--- src/rtl/sd_access_arbiter_if.sv ---
// Bundle between the SD access arbiter, its two sector-level requesters,
// the init/read/write engines and the card pins.
//
// Handshake: a requester raises reqN (with rwN/secN valid) and holds it
// until doneN; the arbiter samples rwN/secN on the grant edge, holds gntN
// high from grant until the doneN pulse, and pulses errN together with doneN
// when the transaction was aborted. Engines get a one-cycle wr_req/rd_req and
// answer with a wr_done/rd_done level that rises on completion.
interface sd_access_arbiter_if;
    logic        init_done;
    logic        req0;
    logic        rw0;
    logic [31:0] sec0;
    logic        gnt0;
    logic        done0;
    logic        err0;
    logic        req1;
    logic        rw1;
    logic [31:0] sec1;
    logic        gnt1;
    logic        done1;
    logic        err1;
    logic        wr_req;
    logic        rd_req;
    logic [31:0] eng_sec;
    logic        wr_done;
    logic        rd_done;
    logic        init_cs;
    logic        init_din;
    logic        wr_cs;
    logic        wr_din;
    logic        rd_cs;
    logic        rd_din;
    logic        SD_cs;
    logic        SD_datain;
    logic [2:0]  state_dbg;

    // Arbiter side
    modport slave (
        input  init_done, req0, rw0, sec0, req1, rw1, sec1,
        input  wr_done, rd_done, init_cs, init_din, wr_cs, wr_din, rd_cs, rd_din,
        output gnt0, done0, err0, gnt1, done1, err1,
        output wr_req, rd_req, eng_sec, SD_cs, SD_datain, state_dbg
    );

    // Requester / engine / card side
    modport master (
        output init_done, req0, rw0, sec0, req1, rw1, sec1,
        output wr_done, rd_done, init_cs, init_din, wr_cs, wr_din, rd_cs, rd_din,
        input  gnt0, done0, err0, gnt1, done1, err1,
        input  wr_req, rd_req, eng_sec, SD_cs, SD_datain, state_dbg
    );
endinterface

--- src/rtl/sd_access_arbiter.sv ---
// SD access arbiter: shares the SPI-mode SD card between requester 0 (CPU
// bridge) and requester 1 (capture path). Waits for card init, grants
// round-robin, starts the read/write engine for one sector, and muxes the
// card pins from whichever engine owns the bus.
// Optional feature macro: SD_ARB_TIMEOUT_EN adds a BUSY watchdog that aborts
// a transaction after TIMEOUT_CYC cycles with an error pulse.
module sd_access_arbiter #(
    parameter int GAP_CYC     = 8,
    parameter int TIMEOUT_CYC = 2000000,
    parameter int TO_W        = 22
) (
    input  logic                   SD_clk,
    input  logic                   rst,
    sd_access_arbiter_if.slave     bus
);

    localparam int GAP_W = (GAP_CYC > 1) ? $clog2(GAP_CYC) : 1;

    typedef enum logic [2:0] {
        S_WAIT_INIT = 3'd0,
        S_IDLE      = 3'd1,
        S_ISSUE     = 3'd2,
        S_BUSY      = 3'd3,
        S_GAP       = 3'd4
    } state_t;

    state_t            state;
    logic              rr_ptr;
    logic              who;
    logic              op;
    logic [1:0]        gnt_r;
    logic [1:0]        done_r;
    logic [1:0]        err_r;
    logic              wr_req_r;
    logic              rd_req_r;
    logic [31:0]       sec_r;
    logic              done_prev;
    logic [GAP_W-1:0]  gap_cnt;
`ifdef SD_ARB_TIMEOUT_EN
    logic [TO_W-1:0]   to_cnt;
`endif

    logic              pick;
    logic              eng_done;
    logic              done_edge;

    // Requester selection and completion edge of the engine in use
    always_comb begin
        pick      = (bus.req0 && bus.req1) ? rr_ptr : bus.req1;
        eng_done  = op ? bus.wr_done : bus.rd_done;
        done_edge = eng_done && !done_prev;
    end

    // Arbitration FSM with registered grant/done/error/engine-request outputs
    always_ff @(posedge SD_clk or posedge rst) begin
        if (rst) begin
            state     <= S_WAIT_INIT;
            rr_ptr    <= 1'b0;
            who       <= 1'b0;
            op        <= 1'b0;
            gnt_r     <= 2'b00;
            done_r    <= 2'b00;
            err_r     <= 2'b00;
            wr_req_r  <= 1'b0;
            rd_req_r  <= 1'b0;
            sec_r     <= 32'd0;
            done_prev <= 1'b0;
            gap_cnt   <= '0;
`ifdef SD_ARB_TIMEOUT_EN
            to_cnt    <= '0;
`endif
        end else begin
            wr_req_r <= 1'b0;
            rd_req_r <= 1'b0;
            done_r   <= 2'b00;
            err_r    <= 2'b00;
            if (state != S_WAIT_INIT && !bus.init_done) begin
                // Card lost: abort whatever is in flight and re-wait for init
                gnt_r <= 2'b00;
                if (state == S_ISSUE || state == S_BUSY) begin
                    done_r[who] <= 1'b1;
                    err_r[who]  <= 1'b1;
                end
                state <= S_WAIT_INIT;
            end else begin
                case (state)
                    S_WAIT_INIT: begin
                        if (bus.init_done) state <= S_IDLE;
                    end
                    S_IDLE: begin
                        if (bus.req0 || bus.req1) begin
                            who   <= pick;
                            gnt_r <= pick ? 2'b10 : 2'b01;
                            op    <= pick ? bus.rw1 : bus.rw0;
                            sec_r <= pick ? bus.sec1 : bus.sec0;
                            state <= S_ISSUE;
                        end
                    end
                    S_ISSUE: begin
                        wr_req_r  <= op;
                        rd_req_r  <= !op;
                        // Seed edge history with the current level so a done
                        // still held from the previous transaction is not
                        // mistaken for this one's completion
                        done_prev <= eng_done;
`ifdef SD_ARB_TIMEOUT_EN
                        to_cnt    <= '0;
`endif
                        state     <= S_BUSY;
                    end
                    S_BUSY: begin
                        done_prev <= eng_done;
                        if (done_edge) begin
                            done_r[who] <= 1'b1;
                            gnt_r       <= 2'b00;
                            rr_ptr      <= !who;
                            gap_cnt     <= '0;
                            state       <= S_GAP;
                        end
`ifdef SD_ARB_TIMEOUT_EN
                        else if (to_cnt == TO_W'(TIMEOUT_CYC - 1)) begin
                            done_r[who] <= 1'b1;
                            err_r[who]  <= 1'b1;
                            gnt_r       <= 2'b00;
                            rr_ptr      <= !who;
                            gap_cnt     <= '0;
                            state       <= S_GAP;
                        end else begin
                            to_cnt <= to_cnt + 1'b1;
                        end
`endif
                    end
                    S_GAP: begin
                        if (gap_cnt == GAP_W'(GAP_CYC - 1)) state <= S_IDLE;
                        else gap_cnt <= gap_cnt + 1'b1;
                    end
                    default: state <= S_WAIT_INIT;
                endcase
            end
        end
    end

    // Card pin mux: init engine while waiting, active engine while busy,
    // otherwise deselected with MOSI high
    always_comb begin
        bus.SD_cs     = 1'b1;
        bus.SD_datain = 1'b1;
        case (state)
            S_WAIT_INIT: begin
                bus.SD_cs     = bus.init_cs;
                bus.SD_datain = bus.init_din;
            end
            S_BUSY: begin
                bus.SD_cs     = op ? bus.wr_cs  : bus.rd_cs;
                bus.SD_datain = op ? bus.wr_din : bus.rd_din;
            end
            default: ;
        endcase
    end

    assign bus.gnt0      = gnt_r[0];
    assign bus.gnt1      = gnt_r[1];
    assign bus.done0     = done_r[0];
    assign bus.done1     = done_r[1];
    assign bus.err0      = err_r[0];
    assign bus.err1      = err_r[1];
    assign bus.wr_req    = wr_req_r;
    assign bus.rd_req    = rd_req_r;
    assign bus.eng_sec   = sec_r;
    assign bus.state_dbg = state;

endmodule

--- src/flat_wrapper.sv ---
// flat-port wrapper written by rule: the top's interface ports become plain ports
module sd_access_arbiter_flat 
#(
    parameter int GAP_CYC     = 8,
    parameter int TIMEOUT_CYC = 2000000,
    parameter int TO_W        = 22
)
  (SD_clk, rst, bus_init_done, bus_req0, bus_rw0, bus_sec0, bus_req1, bus_rw1, bus_sec1, bus_wr_done, bus_rd_done, bus_init_cs, bus_init_din, bus_wr_cs, bus_wr_din, bus_rd_cs, bus_rd_din, bus_gnt0, bus_done0, bus_err0, bus_gnt1, bus_done1, bus_err1, bus_wr_req, bus_rd_req, bus_eng_sec, bus_SD_cs, bus_SD_datain, bus_state_dbg);
  sd_access_arbiter_if bus_i ();
  input  logic SD_clk;
  input  logic rst;
  input wire logic [$bits(bus_i.init_done)-1:0] bus_init_done;
  input wire logic [$bits(bus_i.req0)-1:0] bus_req0;
  input wire logic [$bits(bus_i.rw0)-1:0] bus_rw0;
  input wire logic [$bits(bus_i.sec0)-1:0] bus_sec0;
  input wire logic [$bits(bus_i.req1)-1:0] bus_req1;
  input wire logic [$bits(bus_i.rw1)-1:0] bus_rw1;
  input wire logic [$bits(bus_i.sec1)-1:0] bus_sec1;
  input wire logic [$bits(bus_i.wr_done)-1:0] bus_wr_done;
  input wire logic [$bits(bus_i.rd_done)-1:0] bus_rd_done;
  input wire logic [$bits(bus_i.init_cs)-1:0] bus_init_cs;
  input wire logic [$bits(bus_i.init_din)-1:0] bus_init_din;
  input wire logic [$bits(bus_i.wr_cs)-1:0] bus_wr_cs;
  input wire logic [$bits(bus_i.wr_din)-1:0] bus_wr_din;
  input wire logic [$bits(bus_i.rd_cs)-1:0] bus_rd_cs;
  input wire logic [$bits(bus_i.rd_din)-1:0] bus_rd_din;
  output wire logic [$bits(bus_i.gnt0)-1:0] bus_gnt0;
  output wire logic [$bits(bus_i.done0)-1:0] bus_done0;
  output wire logic [$bits(bus_i.err0)-1:0] bus_err0;
  output wire logic [$bits(bus_i.gnt1)-1:0] bus_gnt1;
  output wire logic [$bits(bus_i.done1)-1:0] bus_done1;
  output wire logic [$bits(bus_i.err1)-1:0] bus_err1;
  output wire logic [$bits(bus_i.wr_req)-1:0] bus_wr_req;
  output wire logic [$bits(bus_i.rd_req)-1:0] bus_rd_req;
  output wire logic [$bits(bus_i.eng_sec)-1:0] bus_eng_sec;
  output wire logic [$bits(bus_i.SD_cs)-1:0] bus_SD_cs;
  output wire logic [$bits(bus_i.SD_datain)-1:0] bus_SD_datain;
  output wire logic [$bits(bus_i.state_dbg)-1:0] bus_state_dbg;
  assign bus_i.init_done = bus_init_done;
  assign bus_i.req0 = bus_req0;
  assign bus_i.rw0 = bus_rw0;
  assign bus_i.sec0 = bus_sec0;
  assign bus_i.req1 = bus_req1;
  assign bus_i.rw1 = bus_rw1;
  assign bus_i.sec1 = bus_sec1;
  assign bus_i.wr_done = bus_wr_done;
  assign bus_i.rd_done = bus_rd_done;
  assign bus_i.init_cs = bus_init_cs;
  assign bus_i.init_din = bus_init_din;
  assign bus_i.wr_cs = bus_wr_cs;
  assign bus_i.wr_din = bus_wr_din;
  assign bus_i.rd_cs = bus_rd_cs;
  assign bus_i.rd_din = bus_rd_din;
  assign bus_gnt0 = bus_i.gnt0;
  assign bus_done0 = bus_i.done0;
  assign bus_err0 = bus_i.err0;
  assign bus_gnt1 = bus_i.gnt1;
  assign bus_done1 = bus_i.done1;
  assign bus_err1 = bus_i.err1;
  assign bus_wr_req = bus_i.wr_req;
  assign bus_rd_req = bus_i.rd_req;
  assign bus_eng_sec = bus_i.eng_sec;
  assign bus_SD_cs = bus_i.SD_cs;
  assign bus_SD_datain = bus_i.SD_datain;
  assign bus_state_dbg = bus_i.state_dbg;
  sd_access_arbiter #(.GAP_CYC(GAP_CYC), .TIMEOUT_CYC(TIMEOUT_CYC), .TO_W(TO_W)) u_core (.SD_clk(SD_clk), .rst(rst), .bus(bus_i));
endmodule
--- config.mk ---
export PLATFORM = sky130hd
export DESIGN_NAME = sd_access_arbiter_flat
export DESIGN_NICKNAME = d
export VERILOG_FILES = /design/src/rtl/sd_access_arbiter_if.sv /design/src/rtl/sd_access_arbiter.sv /design/src/flat_wrapper.sv
export SDC_FILE = /design/constraint.sdc
export NUM_CORES = 1
export LEC_CHECK = 0
export CAP_MARGIN = 30
export CORE_UTILIZATION = 30
export CTS_CLUSTER_DIAMETER = 120
export DETAILED_ROUTE_END_ITERATION = 6
export HOLD_SLACK_MARGIN = 0.06
export PLACE_DENSITY = 0.66
export SLEW_MARGIN = 20
export SYNTH_ARGS = -nofsm -noshare
export SYNTH_HDL_FRONTEND = slang
export SYNTH_SLANG_ARGS = --single-unit
--- constraint.sdc ---
create_clock -name SD_clk -period 1.55 [get_ports SD_clk]
set_clock_uncertainty 0.1 [all_clocks]
set_input_delay 0.155 -clock SD_clk [delete_from_list [all_inputs] [get_ports SD_clk]]
set_output_delay 0.155 -clock SD_clk [all_outputs]
set_load 0.02 [all_outputs]
Word-level counts from Yosys, hierarchy flattened
Index checks and enable logic that the tools add are counted.

Add/subtract/negate cells: 1. $lt $le $gt $ge: 2. Equality and inequality tests: 11. Mux-type cells: 33. Bitwise logic cells: 1. Reductions and logical operators: 21.

Operators with widths (count): 2-to-1 mux 32 bit (1); 2-to-1 mux 3 bit (7); 2-to-1 mux 2 bit (9); one-hot mux 3 bit (5 select lines) (1); 2-to-1 mux 1 bit (10); != test 3 x 1 -> 1 bit (second input constant) (3); AND reduction 3 bit (3); AND reduction 4 bit (2); == test 3 x 2 -> 1 bit (second input constant) (2); == test 3 bit (second input constant) (2); one-hot mux 3 bit (2 select lines) (1); nonzero test 3 bit (2); logical AND 1 bit (4); logical NOT 1 bit (4); one-hot mux 1 bit (2 select lines) (2); one-hot mux 2 bit (2 select lines) (1); adder 3 x 1 -> 3 bit (second input constant) (1); == test 3 x 1 -> 1 bit (second input constant) (1); logical NOT 3 bit (1); != test 3 x 2 -> 1 bit (second input constant) (1); logical OR 1 bit (2); < comparator 1 x 2 -> 1 bit (second input constant) (1); != test 2 x 1 -> 1 bit (second input constant) (1); != test 2 bit (second input constant) (1); 6 further kinds (6).

Register bits after elaboration: 50. Input port bits: 79. Output and inout port bits: 45.

Depth between registers and ports, before layout
Word-level depth: 7. Mapped depth: 6. Depth with buffers taken out: 6.

Worst setup path before layout
Ideal clock, no wire load.

Path type: flip-flop to flip-flop. Start: register u_core.gap_cnt[0]. End: register u_core.gap_cnt[2]. Library setup time: 0.122 ns. Arrival: 1.438 ns. Required time: 1.328 ns. Setup slack: -0.110 ns. Cell stages (with the launch flop): 6. Path buffers: 0. Cells stage by stage: dfrtp_1 -> ha_1 -> ha_1 -> nor4b_2 -> o21ai_1 -> a32o_1.

Word-level cells in the longest chain between the ends: 3.

Ends and longest elaborated chain: start: declaration (line sd_access_arbiter.sv:38) `logic [GAP_W-1:0] gap_cnt;`; start signal: assignment (line sd_access_arbiter.sv:135) `else gap_cnt <= gap_cnt + 1'b1;`; adder 3 x 1 -> 3 bit or == test 3 bit (tied branches) (line sd_access_arbiter.sv:135, sd_access_arbiter.sv:134); 2-to-1 mux 3 bit or != test 2 bit (tied branches); one-hot mux 3 bit (2 select lines) or AND reduction 4 bit (tied branches).

Several ways; a longest one is shown, not always the timed one. The select of a mux whose other input is x is not followed. A chain may end at the register's enable or synchronous reset.

Final worst setup path
Start: register u_core.op. End: register u_core.gnt_r[0].

Word-level cells in the longest chain between the ends: 4.

Ends and longest elaborated chain: start: declaration (line sd_access_arbiter.sv:30) `logic op;`; start signal: assignment (line sd_access_arbiter.sv:94) `op <= pick ? bus.rw1 : bus.rw0;`; 2-to-1 mux 1 bit (line sd_access_arbiter.sv:50) `eng_done = op ? bus.wr_done : bus.rd_done;`; logical AND 1 bit (line sd_access_arbiter.sv:51) `done_edge = eng_done && !done_prev;`; != test 3 x 1 -> 1 bit (no source line); AND reduction 3 bit (no source line); end signal: assignment (line sd_access_arbiter.sv:93) `gnt_r <= pick ? 2'b10 : 2'b01;`; end: declaration (line sd_access_arbiter.sv:31) `logic [1:0] gnt_r;`.

Every way passes these cells.

==> qor.yml <==
status: "finished with violations"
violations: "setup timing"
syn2layout_area_growth_pct: 102
clkTransAtPathRegs_ns: 0.09
grt_pass1_wl_mm: 10.3
cts.htree.levels: 2
io_pins: 124
clock_latency_ns: 0.30
synthCells: 228
dieWidth_um: 91.2
drt-wirelength-per-cell_um: 15.7
pwr_density_cell_nw_per_um2: 1190
r2r_setup_slack_ns: -0.22
grt_usage_pct: 15.6
gr-total-overflow: 0
drt_wl_total_mm: 7.74
cts.sinks: 50
endpoint_kind: "flip-flop"
cts_hold_buf: 0
clockBufferDepth: 2
postSynthAreaPerCell_sq_um: 10.5
peakVddDrop_v: 0.000667
crit_path_start_kind: "flip-flop"
synth-main-ff-cell: "dfrtp_1"
numCtsBuffers: 5
drtIter0Drc: 63
via_per_inst: 4.80
globalplace.congestion: 0.800
crit_type: "reg2reg"
cp_max_fo: 5
place.port_buffers: 123
fp-row-count: 32
antenna_found_initial: 0
layout_common_cells: "clkdlybuf4s50_1, dfrtp_1, mux2i_1, nor2_4, a21oi_2"
dpl.hpwl_mm: 4.45
core_area_sq_um: 7730
dieArea_sq_um: 8310
hold_viol_final: 0
tns_ns: -4.62
p_leak_nw: 2.23
arrival_ns: 1.86
grt_pass1_vias: 2151
setup_viol: 45
rsz0062_at_grt: "yes"
max_freq_mhz: 565
tightestPinTransition_ns: 0.312
initial_core_util_pct: 30.9
drc_errors: 0
max_slew_margin_pct: 79.0
crit_required_ns: 1.64
syn_nets: 309
detail-route-antenna-nets: 0
worst_slack_ns: -0.220
ys_ff_latch: 50
drive_gt1_share_pct: 34.8
grt_max_degree: 51
yosysWarnings: 0
cap_violations: 0
die_y_um: 91.2
tritoncts: "built"
num_vias: 2366
antenna_cells: 0
final_common_cell: "clkdlybuf4s50_1"
drtPass1Iterations: 4
synthArstFlopShare_pct: 100
synth.cell_area_sq_um: 2390
seq_area_frac_synth_pct: 52.4
ys_types: 33
root_buffer: "clkbuf_8"
period_share_pct: 114
nNetsFinal: 471
hold_class: "in2async"
synth_edf_count: 0
slew_violations: 0
holdWs_ns: 0.108
layout_min_cycle_time_ns: 1.77
final_core_util_pct: 62.5
-- logic make-up after synthesis --
group	synth area share, %
fa+ha+maj	1.05
buf+inv	4.82
flops	52.4
mux	16.2
compound gates	13.2
simple gates	12.3
-- metrics by stage --
step	setup slack [ns]	cell area, sq um	power [mW]	cells
after detailed placement	-0.321	3910	4.17	462
final	-0.220	4830	5.76	493
after global routing	-0.273	4830	6.07	493
after global placement	-0.271	3910	4.13	462
after floorplan	-0.0143	2420	3.02	228
after CTS	-0.210	4120	5.19	477
-- synth_stat cells, types with 3 or more instances --
cell type	number	share of area, %
o21ai_0	4	0.84
nand2_1	5	0.79
dfrtp_1	50	52
nand2b_1	3	0.79
nor3_1	5	1.0
nor2_1	38	6.0
mux2i_1	35	15
buf_2	5	1.0
nor4_1	3	0.79
buf_4	8	2.5
a21oi_1	38	8.0
inv_1	6	0.94
-- worst max-delay path, cell delays in order, from the launching register on --
cell and delay (ns):
dfrtp_1 0.39, buf_6 0.13, buf_6 0.11, mux2i_4 0.19, o211ai_1 0.19, and3_4 0.24
mux2_4 0.30
-- final cells by class --
| cell class | count | area, sq um |
|---|---|---|
| fill | 598 | 2900 |
| timing repair buffer | 169 | 1880 |
| multi-input combinational | 157 | 1440 |
| sequential | 50 | 1250 |
| tap | 102 | 128 |
| clock buffer | 7 | 76.3 |
| inverter | 7 | 31.3 |
| clock inverter | 1 | 30.0 |
-- routing by layer --
| layer | up-vias | routed length (um) | global-route usage (%) | part of all wire (%) |
|---|---|---|---|---|
| met2 | 81 | 4190 | 26.6 | 54 |
| met1 | 1148 | 3040 | 19.2 | 39 |
| met4 | 0 | 72 | 4.89 | 0.93 |
| met3 | 6 | 441 | 4.10 | 5.7 |
| met5 | - | 0 | 0 | 0 |
| li1 | 1131 | - | - | - |
-- final timing paths --
kind	end	startpoint	cells past startpoint
setup / recovery	u_core.gnt_r[0]$_DFFE_PP0P_	u_core.op$_DFFE_PP0P_	6
hold / removal	u_core.bus.eng_sec[4]$_DFFE_PP0P_	rst	3
setup reg to reg	u_core.gnt_r[0]$_DFFE_PP0P_	u_core.op$_DFFE_PP0P_	6
hold reg to reg	u_core.gnt_r[1]$_DFFE_PP0P_	u_core.gnt_r[1]$_DFFE_PP0P_	1
max in group asynchronous	u_core.bus.state_dbg[0]$_DFFE_PP0P_	rst	3
min in group SD_clk	u_core.bus.eng_sec[17]$_DFFE_PP0P_	bus_sec1[17]	3
-- report_power, final --
group,internal (mW),switching [mW],total [mW]
clock network,0.484,0.428,0.912
logic,1.52,1.27,2.80
registers,1.68,0.376,2.06
-- sequential cells by signal, summed over array words and instances, names as in the netlist --
register              flops
u_core.bus.eng_sec       32
u_core.bus.rd_req         1
u_core.bus.state_dbg      3
u_core.bus.wr_req         1
u_core.done_prev          1
u_core.done_r             2
u_core.err_r              2
u_core.gap_cnt            3
u_core.gnt_r              2
u_core.op                 1
u_core.rr_ptr             1
u_core.who                1
-- what timing repair did --
item,4_1_cts,5_1_grt
buffers inserted,6,8
pin swaps,4,5
gates resized for setup,28,140
hold endpoints to repair,0,0
setup endpoints to repair,52,75
cloned,1,8
(Power assumes the default switching activity.)
